**config.mk**
```make
export PLATFORM = sky130hd
export DESIGN_NAME = tone_pwm_gen
export DESIGN_NICKNAME = d
export VERILOG_FILES = /design/src/rtl/tone_pwm_gen.sv
export SDC_FILE = /design/constraint.sdc
export NUM_CORES = 1
export LEC_CHECK = 0
export ABC_AREA = 1
export ABC_CLOCK_PERIOD_IN_PS = 3400
export BUFFER_PORTS_ARGS = -buffer_cell sky130_fd_sc_hd__buf_2
export CORE_ASPECT_RATIO = 1.75
export CORE_MARGIN = 2
export CORE_UTILIZATION = 65
export CTS_BUF_LIST = sky130_fd_sc_hd__clkbuf_2
export DETAILED_ROUTE_END_ITERATION = 7
export GPL_ROUTABILITY_DRIVEN = 0
export PLACE_DENSITY = 0.87
export RECOVER_POWER = 25
export SETUP_SLACK_MARGIN = 0.15
export SYNTH_ARGS = -nofsm -noshare
export SYNTH_HDL_FRONTEND = slang
export SYNTH_SLANG_ARGS = --single-unit
```
**constraint.sdc**
```tcl
create_clock -name clk -period 3.4 [get_ports clk]
set_input_delay 0 -clock clk [delete_from_list [all_inputs] [get_ports clk]]
set_output_delay 0 -clock clk [all_outputs]
set_load 0.1 [all_outputs]
```
**src/rtl/tone_pwm_gen.sv**
```systemverilog
// Tone generator: square wave at the note pitch, gated by a PWM carrier for volume.
// The tone period is re-sampled only at half-cycle boundaries, so note changes are glitch-free.
//
// state | meaning
// IDLE  | silent, amplifier off, prescaler/tick counters held at zero
// PLAY  | square wave running; period/sd evaluated only at half-cycle boundaries
module tone_pwm_gen #(
  parameter int PRESCALE  = 500,
  parameter int CARRIER_W = 3
) (
  input  logic                 clk,
  input  logic                 rstn,
  input  logic [11:0]          period,
  input  logic                 sd,
  input  logic [CARRIER_W-1:0] vol,
  output logic                 pwm,
  output logic                 aud_en,
  output logic                 phase,
  output logic                 half_done
);

  localparam int PRE_W = $clog2(PRESCALE);
  localparam logic [PRE_W-1:0]     PRE_LAST = PRE_W'(PRESCALE - 1);
  localparam logic [PRE_W-1:0]     PRE_ONE  = PRE_W'(1);
  localparam logic [CARRIER_W-1:0] CAR_ONE  = CARRIER_W'(1);

  typedef enum logic {
    ST_IDLE = 1'b0,
    ST_PLAY = 1'b1
  } state_t;

  state_t               state_q;
  logic [PRE_W-1:0]     pre_cnt_q;
  logic [11:0]          tick_cnt_q;
  logic [11:0]          cur_per_q;
  logic [CARRIER_W-1:0] car_cnt_q;
  logic                 phase_q;
  logic                 aud_en_q;
  logic                 half_done_q;
  logic                 pwm_q;

  logic tick;
  logic boundary;
  logic pwm_d;

  assign tick     = (state_q == ST_PLAY) && (pre_cnt_q == PRE_LAST);
  // cur_per_q is never zero in PLAY, so the subtraction cannot wrap there
  assign boundary = tick && (tick_cnt_q == (cur_per_q - 12'd1));
  assign pwm_d    = phase_q & aud_en_q & (car_cnt_q < vol);

  always_ff @(posedge clk) begin
    if (!rstn) begin
      state_q     <= ST_IDLE;
      pre_cnt_q   <= '0;
      tick_cnt_q  <= '0;
      cur_per_q   <= '0;
      car_cnt_q   <= '0;
      phase_q     <= 1'b0;
      aud_en_q    <= 1'b0;
      half_done_q <= 1'b0;
      pwm_q       <= 1'b0;
    end else begin
      car_cnt_q   <= car_cnt_q + CAR_ONE;
      pwm_q       <= pwm_d;
      half_done_q <= 1'b0;
      case (state_q)
        ST_IDLE: begin
          pre_cnt_q  <= '0;
          tick_cnt_q <= '0;
          phase_q    <= 1'b0;
          aud_en_q   <= 1'b0;
          if (sd && (period != 12'd0)) begin
            cur_per_q <= period;
            phase_q   <= 1'b1;
            aud_en_q  <= 1'b1;
            state_q   <= ST_PLAY;
          end
        end
        ST_PLAY: begin
          pre_cnt_q <= tick ? '0 : (pre_cnt_q + PRE_ONE);
          if (boundary) begin
            tick_cnt_q  <= '0;
            half_done_q <= 1'b1;
            cur_per_q   <= period;
            if (!sd || (period == 12'd0)) begin
              phase_q  <= 1'b0;
              aud_en_q <= 1'b0;
              state_q  <= ST_IDLE;
            end else begin
              phase_q <= ~phase_q;
            end
          end else if (tick) begin
            tick_cnt_q <= tick_cnt_q + 12'd1;
          end
        end
        default: state_q <= ST_IDLE;
      endcase
    end
  end

  assign pwm       = pwm_q;
  assign aud_en    = aud_en_q;
  assign phase     = phase_q;
  assign half_done = half_done_q;

endmodule

```
Word level (Yosys, flattened, before mapping)
Index checks and enable logic that the tools add are counted.
- output and inout port bits: 4
- input port bits: 18
- flip-flop bits (word level): 41
- mux-type cells: 19
- bitwise logic cells: 4
- equal/unequal tests: 6
- $lt $le $gt $ge: 1
- reductions and logical operators: 10
- add/sub/neg operators: 4
- operators by type and width (cell ; count):
    $mux W12 ; 4
    $pmux W12 S2 ; 2
    $pmux W9 S2 ; 1
    $add A12 B1 Y12 const B ; 1
    $eq A12 B12 Y1 ; 1
    $logic_not A12 Y1 ; 1
    $reduce_bool A12 Y1 ; 1
    $sub A12 B1 Y12 const B ; 1
    $add A9 B1 Y9 const B ; 1
    $eq A9 B9 Y1 const B ; 1
    $mux W9 ; 1
    $mux W1 ; 8
    $pmux W1 S2 ; 3
    $reduce_and A2 Y1 ; 3
    $ne A2 B1 Y1 const B ; 2
    $add A3 B1 Y3 const B ; 1
    $logic_and A1 B1 Y1 ; 3
    $lt A3 B3 Y1 ; 1
    $ne A3 B1 Y1 const B ; 1
    $and A1 B1 Y1 ; 2
    $ne A2 B2 Y1 const B ; 1
    $not A1 Y1 ; 2
    $logic_not A1 Y1 ; 1
    $logic_or A1 B1 Y1 ; 1

Logic depth before layout (Yosys ltp)
- depth in word-level cells: 5
- depth in mapped cells: 15
- mapped depth without buffers: 14

Worst setup path after synthesis
Ideal clock, no wire load.
- path kind: register to register
- from: reg cur_per_q[0]
- to: reg phase_q, in the netlist phase
- data required time: 3.285 ns
- buffers on the path: 1
- arrival: 1.630 ns
- library setup time: 0.115 ns
- stages on the path, launching flop included: 12
- slack: 1.654 ns
- cell sequence: dfxtp_1 -> inv_1 -> ha_1 -> nand2_1 -> nor2_1 -> xor2_1 -> nand3_1 -> nor2_1 -> nand2_2 -> buf_2 -> a21oi_1 -> nor2_1
- word-level cells in the longest chain between the ends: 4
- RTL lines (element ; line ; text):
    start: declaration ; 35 ; logic [11:0] cur_per_q;
    start signal: assignment ; 73 ; cur_per_q <= period;
    start signal: assignment ; 84 ; cur_per_q <= period;
    $sub A12 B1 Y12 ; 48 ; assign boundary = tick && (tick_cnt_q == (cur_per_q - 12'd1));
    $eq A12 B12 Y1 ; 48 ;
    $logic_and A1 B1 Y1 ; 48 ;
    $ne A2 B1 Y1 (no line) ; -- ;
    end signal: assignment ; 90 ; phase_q <= ~phase_q;
    end: declaration ; 37 ; logic phase_q;
No other way between the ends.
A chain may end at the register's enable or synchronous reset.

Worst setup path after layout
- from: reg cur_per_q[0]
- to: reg cur_per_q[5]
- word-level cells in the longest chain between the ends: 5
- RTL lines (element ; line):
    $sub A12 B1 Y12 ; 48
    $eq A12 B12 Y1 ; 48
    $logic_and A1 B1 Y1 ; 48
    $ne A2 B1 Y1 (no line) ; --
    $reduce_and A2 Y1 (no line) ; --
No other way between the ends.

==> impl_metrics.ini <==
[timing]
slew_viol_final = 0
finalHoldViolCount = 0
rsz0062_at_grt = no
fin_crit_sh_pct = 85.21
tns_ns = 0
fin_crit_ns = 2.897
report.final.setup_viol = 0
slew_headroom_pct = 21.76
clock_skew_ns = 0.01601
clock.fmax_ghz = 0.3452
tightest_slew_ns = 1.179
fin_ws_ns = 0.5027

[worst_setup_path]
slowest_delay_ns = 0.55
worst_setup_path_end_kind = register
crit_top_cell = nor2_1
cp_max_fo = 31
worstSetupPathType = register to register
cp_slowest_cell = dlygate4sd3_1
crit_chain = inv_1 > ha_1 > nand2_1 > nor2_1 > xor2_1 > nand3_1 > nor2_1 > nand2_2 > nand3b_1 > nand2_1 > nor2_1 > dlygate4sd3_1
crit_family = simple AND/OR/NAND/NOR gates
crit_buf_inv = 2
arrival_ns = 3.27
critPathLaunchType = register
crit_required_ns = 3.77

[floorplanning]
die_area_sq_um = 3923
row_count = 28
die_h_um = 81.37
io_pins = 22
die_w_um = 48.21
start_util_pct = 66.80
core_sq_um = 3328

[global_route]
grt_pass1_wl_um = 8756
grt.total_usage_pct = 30.97
grt_pass1_vias = 2124
antenna_found_initial = 0
grt_max_degree = 32
grt-ovfl-total = 0

[routing]
drc = 0
via_per_inst = 5.357
ant_nets = 0
vias = 2207
drt_iter0_drc = 70
routedWlPerCell_um = 13.26
drt_wl_total_um = 5463
dr.pass1.iters = 4

[clock_tree]
cts_root_buffer = clkbuf_2
numCtsBuffers = 5
cts.sinks = 41
clock_path_buffers = 2
cts_resized = 0
htree_levels = 2
post_cts_buffers = 0
cts_tree = yes
clk_latency_ns = 0.40
clk_pin_slew_worst_paths_ns = 0.21
cts_hold_buf = 27

[yosys]
synth_top_area_share_pct = 36.92
synthCells = 321
netlist_area_sq_um = 2223
ys_ff_latch = 41
avgSynthCellArea_sq_um = 6.926
synthesis.nets = 345
yosysWarnings = 0
yosysSeqAreaShare_pct = 36.92
synthTopCellsByArea = dfxtp_1 (37%), nor2_1 (11%), nand2_1 (10%)
synth.distinct_cells = 26
yosysTopAreaCell = dfxtp_1

[hold_path]
worstHoldPathType = input pin to register

[power_and_ir_drop]
clockPowerShare_pct = 27.7
power.leakage_nw = 1.181
p_sw_uw = 301.6
seqPwrFrac_pct = 51.4
max-vdd-ir-drop_mv = 0.3484
comb_power_share_pct = 20.9
swShare_pct = 29.92
powerDensity_nw_per_um2 = 379.6
p_int_uw = 706.2

[status]
status = finished clean

[finish]
nNetsFinal = 391
layout-drive-gt1-share_pct = 7.902
num-fill-cells = 233
multi_input_area_sq_um = 1210
syn_to_final_growth_pct = 19.41
antenna_cells = 0
seq_area_sq_um = 820.8

[placed_design]
dp_hpwl_um = 3359
io_buffers = 21
pre_cts_ws_ns = 1.155

[flow_run]
cap_violations = 0
worst paths after layout:
check | start | depth (start not counted) | slack (ns) | end
max | cur_per_q[0] | 12 | 0.50 | cur_per_q[5]
min | vol[2] | 6 | 0.07 | pwm
max reg2reg | cur_per_q[0] | 12 | 0.50 | cur_per_q[5]
min reg2reg | pre_cnt_q[0] | 1 | 0.47 | pre_cnt_q[0]
cell families after synthesis:
family | count (synthesis) | share of synthesized area (%)
adders and majority gates | 6 | 3.376
AOI/OAI and AO/OA | 25 | 6.021
buffers and inverters | 46 | 8.666
xor gates and xnor gates | 25 | 9.848
and+or+nand+nor | 178 | 35.17
DFF | 41 | 36.92
power by group through the flow:
| stage | logic [mW] | registers, mW | clock network [mW] |
|---|---|---|---|
| global route | 0.231 | 0.520 | 0.295 |
| floorplan | 0.123 | 0.537 | 0 |
| CTS | 0.203 | 0.516 | 0.280 |
| detailed placement | 0.173 | 0.526 | 0 |
| global placement | 0.169 | 0.525 | 0 |
| finish | 0.211 | 0.518 | 0.279 |
layer usage:
metal / up-vias / wire, um / track usage [%]
met1: 1030 / 2151 / 31.81
li1: 1115 / - / -
met5: - / 0 / 0
met3: 9 / 168 / 6.000
met2: 53 / 3040 / 57.89
met4: 0 / 103 / 9.459
area by class of cell:
type / count / area share [%]
multi-input combinational: 234 / 45.57
sequential: 41 / 30.91
timing repair buffer: 48 / 13.90
inverter: 37 / 5.231
tap: 45 / 2.121
clock inverter: 2 / 1.320
clock buffer: 5 / 0.9425
synth_stat cells (all sizes together):
library cell and n:
nor2 65, nand2 60, dfxtp 41, inv 37
nand3 31, a21oi 19, xor2 14, xnor2 11
nor3 7, buf 6, ha 6, nand4 5
nand3b 4, nor4 4, clkbuf 3, o21ai 3
a221oi 1, and3 1, nor3b 1, o211ai 1
o21bai 1
worst register-to-register path: cells and delay by family (launching register included):
family | cells | cell delay (ns)
buf+inv | 2 | 0.67
flops | 1 | 0.36
fa+ha+maj | 1 | 0.30
simple gates | 8 | 1.37
xor+xnor | 1 | 0.16
state kept, by name, summed over array words and instances (netlist names):
| name | count |
|---|---|
| state_q | 1 |
| tick_cnt_q | 12 |
| phase | 1 |
| pwm | 1 |
| aud_en | 1 |
| pre_cnt_q | 9 |
| car_cnt_q | 3 |
| cur_per_q | 12 |
| half_done | 1 |
stage by stage:
step	utilization, %	cells	power (mW)	cell area (sq um)	hold WS [ns]
final	79.77	412	1.008	2655	0.06789
after floorplan	-	321	0.6595	2223	0.1317
after global placement	70.04	378	0.6939	2331	0.2391
after detailed placement	70.04	378	0.6990	2331	0.2434
after CTS	79.96	412	0.9995	2661	0.06462
after global routing	79.77	412	1.046	2655	0.04930
cells in the final DEF, fill, tap and decap left out:
master,n
and3_1,1
buf_2,16
nand3_1,29
nand3_2,2
o21bai_1,1
nor3_2,1
nand2_1,59
nand2_2,1
o21ai_0,3
nand4_1,5
nor3b_1,1
dfxtp_1,41
xor2_1,14
a21oi_1,19
nor2_2,2
nor4_1,4
clkbuf_2,5
clkinv_2,1
nand3b_1,4
nor2_1,63
clkbuf_1,5
dlygate4sd3_1,27
ha_1,6
bufinv_16,1
nor3_1,6
a221oi_1,1
inv_1,37
xnor2_1,11
o211ai_1,1
Note: power is estimated with default switching activity, not from simulation.
